## src/rtl/sched_pkg.sv

```systemverilog
// sched_pkg: shared types, port encodings and the round-robin helper for rr_xbar_scheduler.
// Latency: n/a (types and a pure function only).
// Backpressure: n/a.
package sched_pkg;

  // Select / destination encoding: 0 = none, 1..3 = port number.
  typedef logic [1:0] port_sel_t;

  localparam port_sel_t PORT_NONE = 2'd0;
  localparam port_sel_t PORT_1    = 2'd1;
  localparam port_sel_t PORT_2    = 2'd2;
  localparam port_sel_t PORT_3    = 2'd3;

  // A header whose dest field is 00 goes to the drop sink.
  localparam port_sel_t DEST_DROP = 2'b00;

  localparam int HDR_W = 8;
  localparam int LEN_W = HDR_W - 2;

  // Header word layout for the default 8-bit FIFO width.
  typedef struct packed {
    logic [LEN_W-1:0] len;
    port_sel_t        dest;
  } hdr_t;

  // Round-robin pick: scan last+1, last+2, last+3 (1-based, wrapping 3 -> 1)
  // and return the first requesting input, or PORT_NONE if none requests.
  function automatic port_sel_t rr_next(input port_sel_t last, input logic [2:0] req);
    port_sel_t p;
    port_sel_t res;
    p   = last;
    res = PORT_NONE;
    for (int k = 0; k < 3; k++) begin
      p = ((p == PORT_3) || (p == PORT_NONE)) ? PORT_1 : port_sel_t'(p + 2'd1);
      if ((res == PORT_NONE) && req[p - 2'd1]) res = p;
    end
    return res;
  endfunction

endpackage

```

## src/rtl/sched_out_ctrl.sv

```systemverilog
// sched_out_ctrl: per-output packet grant FSM (IDLE/BUSY), RR pointer, word counter, sel register.
// Latency: candidate seen at t -> sel registered at t+1; sel clears the cycle after the final pop.
// Backpressure: counter only moves on the granted input's rdreq, so an empty FIFO stalls the packet.
//
// Ports:
//   clk, reset_n  clock, async active-low reset
//   cand[2:0]     FREE, non-empty inputs whose header targets this output
//   len[2:0]      header len field of each input's head word
//   rdreq[2:0]    pop strobes of all inputs (this output watches only its granted one)
//   sel           granted input (0 = none)
//   done          final word of the current packet is being popped this cycle
module sched_out_ctrl
  import sched_pkg::*;
#(
  parameter int LEN_W = 6
) (
  input  logic                  clk,
  input  logic                  reset_n,
  input  logic [2:0]            cand,
  input  logic [2:0][LEN_W-1:0] len,
  input  logic [2:0]            rdreq,
  output port_sel_t             sel,
  output logic                  done
);

  localparam int CNT_W = LEN_W + 1;  // len+1 words, up to 64

  typedef enum logic {ST_IDLE, ST_BUSY} state_t;

  state_t           state;
  port_sel_t        last;
  port_sel_t        pick;
  logic [CNT_W-1:0] cnt;
  logic [LEN_W-1:0] pick_len;
  logic             pop;

  always_comb begin
    pick     = rr_next(last, cand);
    pick_len = '0;
    pop      = 1'b0;
    case (pick)
      PORT_1:  pick_len = len[0];
      PORT_2:  pick_len = len[1];
      PORT_3:  pick_len = len[2];
      default: pick_len = '0;
    endcase
    case (sel)
      PORT_1:  pop = rdreq[0];
      PORT_2:  pop = rdreq[1];
      PORT_3:  pop = rdreq[2];
      default: pop = 1'b0;
    endcase
    done = (state == ST_BUSY) && pop && (cnt == CNT_W'(1));
  end

  // Completion drops straight back to IDLE without looking at candidates,
  // which gives the mandatory one-cycle gap between packets on this output.
  always_ff @(posedge clk or negedge reset_n) begin
    if (!reset_n) begin
      state <= ST_IDLE;
      sel   <= PORT_NONE;
      last  <= PORT_3;
      cnt   <= '0;
    end else begin
      case (state)
        ST_IDLE: begin
          if (cand != 3'b000) begin
            state <= ST_BUSY;
            sel   <= pick;
            last  <= pick;
            cnt   <= CNT_W'(pick_len) + CNT_W'(1);
          end
        end
        ST_BUSY: begin
          if (pop) begin
            if (cnt == CNT_W'(1)) begin
              state <= ST_IDLE;
              sel   <= PORT_NONE;
              cnt   <= '0;
            end else begin
              cnt <= cnt - CNT_W'(1);
            end
          end
        end
      endcase
    end
  end

endmodule

```

## src/rtl/rr_xbar_scheduler.sv

```systemverilog
// rr_xbar_scheduler: packet-granular 3x3 crossbar scheduler with per-output round-robin and a drop sink.
// Latency: header visible at t -> sel/lock at t+1 -> header popped at t+1, then one word per cycle.
// Backpressure: rdreq_i = LOCKED(i) && !empty_i; an empty FIFO mid-packet stalls with lock/sel/counter held.
//
// Ports:
//   clk, reset_n        clock, async active-low reset (input FIFOs are flushed by the same reset)
//   data1..3, empty1..3 show-ahead head word / empty flag of input FIFO 1..3
//   sel1..3             source for output 1..3 (0 = none, 1..3 = input)
//   rdreq1..3           pop input FIFO 1..3 this cycle
//   pkt_cnt1..3         packets completed per output    (SCHED_STATS_EN only)
//   drop_cnt            packets sent to the drop sink   (SCHED_STATS_EN only)
// Optional feature macro: SCHED_STATS_EN adds the statistics counters and the STAT_W parameter.
module rr_xbar_scheduler
  import sched_pkg::*;
#(
  parameter int DATA_W = 8
`ifdef SCHED_STATS_EN
  ,
  parameter int STAT_W = 16
`endif
) (
  input  logic              clk,
  input  logic              reset_n,
  input  logic [DATA_W-1:0] data1,
  input  logic [DATA_W-1:0] data2,
  input  logic [DATA_W-1:0] data3,
  input  logic              empty1,
  input  logic              empty2,
  input  logic              empty3,
  output logic [1:0]        sel1,
  output logic [1:0]        sel2,
  output logic [1:0]        sel3,
  output logic              rdreq1,
  output logic              rdreq2,
  output logic              rdreq3
`ifdef SCHED_STATS_EN
  ,
  output logic [STAT_W-1:0] pkt_cnt1,
  output logic [STAT_W-1:0] pkt_cnt2,
  output logic [STAT_W-1:0] pkt_cnt3,
  output logic [STAT_W-1:0] drop_cnt
`endif
);

  localparam int HLEN_W = DATA_W - 2;
  localparam int CNT_W  = HLEN_W + 1;

  logic [DATA_W-1:0]         data_a [3];
  logic [2:0]                empty_v;
  logic [2:0][HLEN_W-1:0]    len_v;
  port_sel_t                 dest_a [3];
  port_sel_t                 sel_a  [3];
  logic [2:0]                cand   [3];
  logic [2:0]                done_v;

  // Input lock table: an input is locked to an output when some sel names it,
  // or locked to the drop sink when its drop_lock bit is set.
  logic [2:0]                out_lock;
  logic [2:0]                drop_lock;
  logic [CNT_W-1:0]          drop_wcnt [3];
  logic [2:0]                in_free;
  logic [2:0]                rdreq_v;
  logic [2:0]                drop_start;
  logic [2:0]                drop_done;

  assign data_a[0] = data1;
  assign data_a[1] = data2;
  assign data_a[2] = data3;
  assign empty_v   = {empty3, empty2, empty1};

  always_comb begin
    for (int i = 0; i < 3; i++) begin
      len_v[i]  = data_a[i][DATA_W-1:2];
      dest_a[i] = data_a[i][1:0];
    end
  end

  always_comb begin
    for (int i = 0; i < 3; i++) begin
      out_lock[i] = 1'b0;
      for (int o = 0; o < 3; o++) begin
        if (sel_a[o] == port_sel_t'(i + 1)) out_lock[i] = 1'b1;
      end
      in_free[i]    = !out_lock[i] && !drop_lock[i];
      rdreq_v[i]    = (out_lock[i] || drop_lock[i]) && !empty_v[i];
      drop_start[i] = in_free[i] && !empty_v[i] && (dest_a[i] == DEST_DROP);
      drop_done[i]  = drop_lock[i] && rdreq_v[i] && (drop_wcnt[i] == CNT_W'(1));
    end
    // Destinations are disjoint, so a FREE input is a candidate for at most one output.
    for (int o = 0; o < 3; o++) begin
      for (int i = 0; i < 3; i++) begin
        cand[o][i] = in_free[i] && !empty_v[i] && (dest_a[i] == port_sel_t'(o + 1));
      end
    end
  end

  // Drop sink: each input has its own drop lock, so drops never wait on anything.
  always_ff @(posedge clk or negedge reset_n) begin
    if (!reset_n) begin
      drop_lock <= '0;
      for (int i = 0; i < 3; i++) drop_wcnt[i] <= '0;
    end else begin
      for (int i = 0; i < 3; i++) begin
        if (drop_start[i]) begin
          drop_lock[i] <= 1'b1;
          drop_wcnt[i] <= CNT_W'(len_v[i]) + CNT_W'(1);
        end else if (drop_lock[i] && rdreq_v[i]) begin
          if (drop_wcnt[i] == CNT_W'(1)) begin
            drop_lock[i] <= 1'b0;
            drop_wcnt[i] <= '0;
          end else begin
            drop_wcnt[i] <= drop_wcnt[i] - CNT_W'(1);
          end
        end
      end
    end
  end

  for (genvar o = 0; o < 3; o++) begin : g_out
    sched_out_ctrl #(
      .LEN_W (HLEN_W)
    ) u_out_ctrl (
      .clk     (clk),
      .reset_n (reset_n),
      .cand    (cand[o]),
      .len     (len_v),
      .rdreq   (rdreq_v),
      .sel     (sel_a[o]),
      .done    (done_v[o])
    );
  end

  assign sel1   = sel_a[0];
  assign sel2   = sel_a[1];
  assign sel3   = sel_a[2];
  assign rdreq1 = rdreq_v[0];
  assign rdreq2 = rdreq_v[1];
  assign rdreq3 = rdreq_v[2];

`ifdef SCHED_STATS_EN
  logic [STAT_W-1:0] pkt_cnt_r [3];
  logic [STAT_W-1:0] drop_cnt_r;
  logic [1:0]        drops_now;

  // Several inputs can finish a drop in the same cycle.
  assign drops_now = 2'(drop_done[0]) + 2'(drop_done[1]) + 2'(drop_done[2]);

  always_ff @(posedge clk or negedge reset_n) begin
    if (!reset_n) begin
      for (int o = 0; o < 3; o++) pkt_cnt_r[o] <= '0;
      drop_cnt_r <= '0;
    end else begin
      for (int o = 0; o < 3; o++) begin
        if (done_v[o]) pkt_cnt_r[o] <= pkt_cnt_r[o] + STAT_W'(1);
      end
      drop_cnt_r <= drop_cnt_r + STAT_W'(drops_now);
    end
  end

  assign pkt_cnt1 = pkt_cnt_r[0];
  assign pkt_cnt2 = pkt_cnt_r[1];
  assign pkt_cnt3 = pkt_cnt_r[2];
  assign drop_cnt = drop_cnt_r;
`endif

  // No two outputs may select the same input.
  a_sel_unique: assert property (@(posedge clk) disable iff (!reset_n)
    !(((sel_a[0] != PORT_NONE) && (sel_a[0] == sel_a[1])) ||
      ((sel_a[0] != PORT_NONE) && (sel_a[0] == sel_a[2])) ||
      ((sel_a[1] != PORT_NONE) && (sel_a[1] == sel_a[2]))));

  // An input is never held by an output and the drop sink at once.
  a_single_lock: assert property (@(posedge clk) disable iff (!reset_n)
    (out_lock & drop_lock) == 3'b000);

  // Packet completions only happen on an active lock.
  a_done_locked: assert property (@(posedge clk) disable iff (!reset_n)
    ((done_v & ~{sel_a[2] != PORT_NONE, sel_a[1] != PORT_NONE, sel_a[0] != PORT_NONE}) == 3'b000) &&
    ((drop_done & ~drop_lock) == 3'b000));

endmodule

```

## config.mk

```make
export PLATFORM = sky130hd
export DESIGN_NAME = rr_xbar_scheduler
export DESIGN_NICKNAME = d
export VERILOG_FILES = /design/src/rtl/sched_pkg.sv /design/src/rtl/sched_out_ctrl.sv /design/src/rtl/rr_xbar_scheduler.sv
export SDC_FILE = /design/constraint.sdc
export NUM_CORES = 1
export LEC_CHECK = 0
export BUFFER_PORTS_ARGS = -buffer_cell sky130_fd_sc_hd__buf_2
export CAP_MARGIN = 20
export CELL_PAD_IN_SITES_DETAIL_PLACEMENT = 2
export CELL_PAD_IN_SITES_GLOBAL_PLACEMENT = 2
export CORE_ASPECT_RATIO = 1.2
export CORE_MARGIN = 4
export CORE_UTILIZATION = 34
export DETAILED_ROUTE_END_ITERATION = 16
export PLACE_DENSITY = 0.9
export SLEW_MARGIN = 5
export SYNTH_ARGS = -nofsm -noshare
export SYNTH_HDL_FRONTEND = slang
export SYNTH_HIERARCHICAL = 1
export SYNTH_SLANG_ARGS = --single-unit
```

## constraint.sdc

```tcl
create_clock -name clk -period 3.3 [get_ports clk]
set_clock_uncertainty 0.1 [all_clocks]
set_input_delay 0.165 -clock clk [delete_from_list [all_inputs] [get_ports clk]]
set_output_delay 0.165 -clock clk [all_outputs]
set_load 0.005 [all_outputs]
```

==> results.tsv, run 1 <==
metric	value	unit
synth.area.top_cells	dfrtp_1 (24%), ha_1 (6.7%), nand2_1 (6.6%), o21ai_0 (4.6%), nor2_1 (2.9%)	
die-area	18500	µm²
p_per_area	481	nW/µm²
wl	41.6	mm
initialDrtViolationCount	624	
routedWlPerCell	38.4	µm
start_kind	register	
num_rows	51	
htreeDepth	3	
io_buffer_count	37	
drc	0	
cp-end-kind	register	
synth_area	5580	µm²
yosys.cell_types.count	70	
p_sw	1.80	mW
worst_pin_slew	1020	ps
dp_hpwl	19.3	mm
track_usage	0.378	
drtAntennaViolNets	0	
regToRegStartpoint	g_out[2].u_out_ctrl/last[0]	
intPower	2.27	mW
finalMaxSlewViolations	0	
ys.warnings.count	6	
fin_crit	4100	ps
crit_path_start	g_out[2].u_out_ctrl/last[0]	
core_area	16100	µm²
antenna_found_initial	1	
hp-class	in2reg	
tritoncts	built	
clockRootBuffer	clkbuf_16	
p_leak	3.43	nW
placed_cells	999	
vias	7651	
num_io_pins	38	
nets	924	
cap_violations	0	
clk_latency	370	ps
setup_viol	26	
yosysSeqAreaShare	0.271	
start_util	0.346	
synth_edf_count	0	
clock_path_buffers	2	
ys_async_sr_fraction	1.00	
rsz0062_at_grt	yes	
overflow	0	
crit_path_max_fanout	7	
netlist_top_cells_count	nand2_1 (98), dfrtp_1 (54), o21ai_0 (51)	
arrival	4290	ps
drive_gt1_frac	0.420	
vdd_drop_max	0.438	mV
cts_buffers	9	
fin_ws	-797	ps
die_y	148	µm
drt-pass1-iter-count	5	
fin_setup_tns	-12450	ps
grt_first_pass_wirelength	52.9	mm
grt_pass1_vias	8084	
numClockSinks	60	
post-route-period-util	1.24	
place.gp.congestion	0.926	
violations	negative setup slack	
synthFlopType	dfrtp_1	
final_area	8470	µm²
slowest_stage	dfstp_2	
syn_inst	695	
dieWidth	125	µm
vias_per_cell	7.06	
area_delta_synth_final	51.9	%
fin_cells	1083	
dpl-instance-area	6500	µm²
min-delay-start	data3[7]	
hold_violations	0	
yosysMostFrequentCell	nand2_1	
holdWs	100	ps
swShare	0.442	
synth_seq_cells	60	
syn_nets	754	
synth_area_per_cell	8.03	µm²
clkPwrFrac	0.274	
worstPathCellList	ha_1, mux2i_2, o32ai_4, buf_4, or3_4, buf_8, a21oi_4, buf_4, nand2_2, o21ai_2, ha_4, inv_4, a211oi_4, nand3b_1, o21ai_2	
grt_max_degree	61	
clk_pin_slew	70	ps
synth_top_area_share	0.242	
crit_type	reg2reg	
maxSlewHeadroom	0.312	
slowest_delay	580	ps
synth_top_cell_by_area	dfrtp_1	
combPwrFrac	0.463	
fmax	0.244	GHz
p_total	4.07	mW
outcome	complete, but fails checks	
worstPathRequired	3490	ps
pwr-share-seq	0.263	
flip-flops by register name (all words and copies together) (netlist names):
register	flops
drop_wcnt	21
g_out.u_out_ctrl/cnt	21
g_out.u_out_ctrl/last	6
g_out.u_out_ctrl/sel	6
drop_lock	3
g_out.u_out_ctrl/state	3
final cells by class:
| type | count | area [µm²] |
|---|---|---|
| Fill cell | 1688 | 7670 |
| Multi-Input combinational cell | 573 | 4790 |
| Sequential cell | 60 | 1520 |
| Timing Repair Buffer | 184 | 1430 |
| Tap cell | 212 | 265 |
| Clock buffer | 9 | 225 |
| Inverter | 37 | 146 |
| Clock inverter | 7 | 101 |
| Antenna cell | 1 | 2.50 |
worst paths after layout:
path / endpoint / slack [ps] / cells past startpoint
setup / recovery: g_out[2].u_out_ctrl/cnt[6] / -800 / 15
setup reg to reg: g_out[2].u_out_ctrl/cnt[6] / -800 / 15
min in group asynchronous: drop_wcnt[20] / 480 / 3
hold / removal: drop_wcnt[6] / 100 / 3
hold reg to reg: g_out[2].u_out_ctrl/last[1] / 470 / 2
max in group asynchronous: g_out[1].u_out_ctrl/sel[0] / 2000 / 3
per-stage QoR:
step | utilization | setup slack [ps]
2_1_floorplan | - | 71.1
5_1_grt | 0.525 | -755
6_report | 0.525 | -797
3_3_place_gp | 0.403 | -131
4_1_cts | 0.488 | -220
3_5_place_dp | 0.403 | -582
per-layer routing:
| metal | vias up | track usage | wire length [µm] |
|---|---|---|---|
| li1 | 2925 | - | - |
| met1 | 3873 | 0.394 | 14600 |
| met2 | 556 | 0.668 | 19900 |
| met3 | 297 | 0.0797 | 2910 |
| met4 | 0 | 0.283 | 4090 |
| met5 | - | 0 | 0 |
power by group through the flow:
stage	Sequential (mW)	Clock, mW	Combinational, mW
after global placement	1.00	0	1.09
after CTS	1.02	1.10	1.45
after detailed placement	1.03	0	1.23
after floorplan	0.985	0	0.720
final	1.07	1.12	1.88
after global routing	1.08	1.15	1.94
placed cells by master (no fill, tap or decap), types with 7 or more instances in the layout:
cell,synthesis,layout
buf_4,0,111
nand2_1,98,81
dfrtp_1,54,48
nor2_1,43,39
o21ai_0,51,37
buf_2,10,37
buf_6,3,34
inv_1,37,30
a21oi_1,31,29
nand3_1,27,27
ha_1,30,22
nor3_1,27,20
nand2_2,0,13
nand2b_1,18,11
o211ai_1,11,11
mux2i_1,13,10
o21ai_2,0,10
nor2b_1,10,9
clkbuf_16,0,9
nand3b_1,9,9
xnor2_1,11,8
nand2b_4,0,7
xor2_1,7,7
or3_4,1,7
a22oi_1,7,7
o21ai_1,6,7
what timing repair did:
item / 4_1_cts / 5_1_grt
setup endpoints to repair: 21 / 24
hold buffers: 1 / 0
cloned: 0 / 0
resized for setup: 152 / 83
buffers inserted: 49 / 25
hold endpoints to repair: 54 / 0
pin swaps: 46 / 50
logic make-up (layout without fill, tap and decap cells):
logic type | count (synthesis) | in the layout | synth area share
multiplexers | 20 | 20 | 0.0375
XOR/XNOR | 18 | 18 | 0.0283
buffers and inverters | 62 | 237 | 0.0480
AO/OA/AOI/OAI | 205 | 205 | 0.264
flip-flops | 60 | 60 | 0.271
adder cells (fa/ha/maj) | 30 | 30 | 0.0673
other | 0 | 1 | 0
AND/OR/NAND/NOR | 300 | 300 | 0.285
worst max-delay path: cells and delay by family (launching register included):
family	cells	cell delay, ps
AO/OA/AOI/OAI	5	900
adder cells (fa/ha/maj)	2	760
AND/OR/NAND/NOR	3	620
buffers and inverters	4	580
flip-flops	1	580
multiplexers	1	440
Power figures use the tool's default switching activity.
==> inputs of run 2 (changes only) <==
Settings changed: GPL_TIMING_DRIVEN from default to 0.
==> results.tsv, run 2 (synthesis gave the netlist of run 1 again) <==
metric	value	unit	change
cp-end-kind	register		
crit_path_max_fanout	6		-1
start_util	0.346		unchanged
die_y	148	µm	unchanged
drtAntennaViolNets	0		unchanged
grt_max_degree	61		unchanged
dp_hpwl	16.1	mm	-16%
slowest_delay	500	ps	-80 ps
hold_violations	0		unchanged
vias_per_cell	6.98		-1.2%
layout_common_cells	nand2_1 (88), buf_4 (58), dfrtp_1 (48)		
core_area	16100	µm²	unchanged
track_usage	0.322		-0.0557
crit_family	compound AO/OA/AOI/OAI gates		
path_buf_inv	4		unchanged
clock_path_buffers	2		unchanged
setup_viol	22		-15%
num_io_pins	38		unchanged
grt_pass1_vias	7637		-5.5%
overflow	0		unchanged
drt-pass1-iter-count	5		unchanged
fin_setup_tns	-10450	ps	+2000 ps
clk_pin_slew	60	ps	about the same
drive_gt1_frac	0.340		-0.0797
antenna_found_initial	2		+1
fin_util	0.483		-0.0415
place.gp.congestion	0.846		-8.6%
crit_type	reg2reg		
outcome	complete, but fails checks		
maxSlewHeadroom	0.361		+0.0490
io_buffer_count	37		unchanged
worst_pin_slew	951	ps	-72.9 ps
fmax	0.250	GHz	+2.5%
rsz0062_at_grt	yes		
numClockSinks	60		unchanged
fillers	1709		+1.2%
vias	7208		-5.8%
swShare	0.448		+0.00609
reg_top3	drop_wcnt: 21 flops, g_out.u_out_ctrl/cnt: 21 flops		
combPwrFrac	0.451		-0.012
hp-class	in2reg		
tritoncts	built		
cap_violations	0		unchanged
num_rows	51		unchanged
die-area	18500	µm²	unchanged
p_sw	1.60	mW	-11%
finalMaxSlewViolations	0		unchanged
slowest_stage	dfrtp_2		
fin_ws	-699	ps	+98.1 ps
htreeDepth	3		unchanged
wl	36.3	mm	-13%
clk_latency	370	ps	about the same
post-route-period-util	1.21		-0.0297
clkPwrFrac	0.247		-0.027
area_delta_synth_final	39.9	%	
violations	negative setup slack		
vdd_drop_max	0.324	mV	-26%
start_kind	register		
dieWidth	125	µm	unchanged
p_leak	3.10	nW	-9.7%
pwr-share-seq	0.303		+0.040
fin_crit	4000	ps	-98.1 ps
initialDrtViolationCount	740		+19%
drc	0		unchanged
worstPathCellList	a21oi_4, nand4b_1, buf_6, nor3b_4, buf_4, nand3b_1, a2111oi_4, or3_4, buf_6, o32ai_2, a211o_1, buf_4, o221a_1, nor3_2, a221o_1		
routedWlPerCell	35.1	µm	-8.6%
layout_commonest_cell	nand2_1		
arrival	4190	ps	-100 ps
intPower	1.97	mW	-13%
clockRootBuffer	clkbuf_16		
grt_first_pass_wirelength	46.3	mm	-13%
nets	873		-5.5%
worstPathRequired	3490	ps	about the same
cts_buffers	9		unchanged
p_per_area	459	nW/µm²	-4.6%
run 2: power groups by stage:
stage / combinational [mW] / clock, mW / sequential, mW
after global routing: 1.68 / 0.937 / 1.09
final: 1.61 / 0.882 / 1.08
after floorplan: 0.720 / 0 / 0.985
after CTS: 1.20 / 0.868 / 1.03
after global placement: 0.954 / 0 / 1.02
after detailed placement: 1.03 / 0 / 1.04
run 2: worst register-to-register path, delay by kind of cell (launching register included):
family	cells	cell delay, ps
AO/OA/AOI/OAI	6	1580
buffers and inverters	4	650
flip-flops	1	500
AND/OR/NAND/NOR	5	1110
run 2: path summary, 6_finish.rpt:
check	start	end	slack, ps	cells after the start
worst min-delay path	empty1	drop_lock[0]	90	3
worst max-delay path	g_out[0].u_out_ctrl/sel[0]	g_out[1].u_out_ctrl/cnt[3]	-700	15
min in group asynchronous	reset_n	g_out[2].u_out_ctrl/cnt[5]	350	2
worst min register to register	g_out[2].u_out_ctrl/last[1]	g_out[2].u_out_ctrl/last[1]	500	2
max in group asynchronous	reset_n	g_out[1].u_out_ctrl/sel[1]	2110	2
worst max register to register	g_out[0].u_out_ctrl/sel[0]	g_out[1].u_out_ctrl/cnt[3]	-700	15
run 2: timing repair:
item                                    in CTS  in global routing
cloned                                       0                  0
buffers inserted                            46                 31
pin swaps                                   33                 40
hold buffers                                 1                  0
endpoints found under the hold margin       54                  0
endpoints found under the setup margin      24                 21
gates resized for setup                    109                 91
run 2: stage by stage:
step	instances	cell area (µm²)	worst slack, ps	hold WS (ps)	power, mW
2_1_floorplan	695	5580	71.1	-231	1.70
3_3_place_gp	944	6030	-705	382	1.97
3_5_place_dp	944	6040	-924	222	2.07
4_1_cts	1002	7150	-242	32.2	3.10
5_1_grt	1032	7800	-774	106	3.71
6_report	1033	7800	-699	91.1	3.58
run 2: area by class of cell:
class	instances	area, µm²	area share
sequential	60	1520	0.194
tap	212	265	0.0340
buffer	18	121	0.0156
clock inverter	3	15.0	0.00192
multi-input combinational	573	4630	0.593
timing repair buffer	115	868	0.111
clock buffer	12	236	0.0303
antenna	3	7.51	0.000962
inverter	37	141	0.0181
run 2: per-layer routing:
| layer | global-route usage | wire [µm] | share of wire | vias to the layer above |
|---|---|---|---|---|
| met5 | 0 | 0 | 0 | - |
| met4 | 0.230 | 3280 | 0.090 | 0 |
| met3 | 0.0532 | 2260 | 0.062 | 239 |
| met2 | 0.578 | 17800 | 0.49 | 462 |
| met1 | 0.343 | 12900 | 0.36 | 3680 |
| li1 | - | - | - | 2827 |
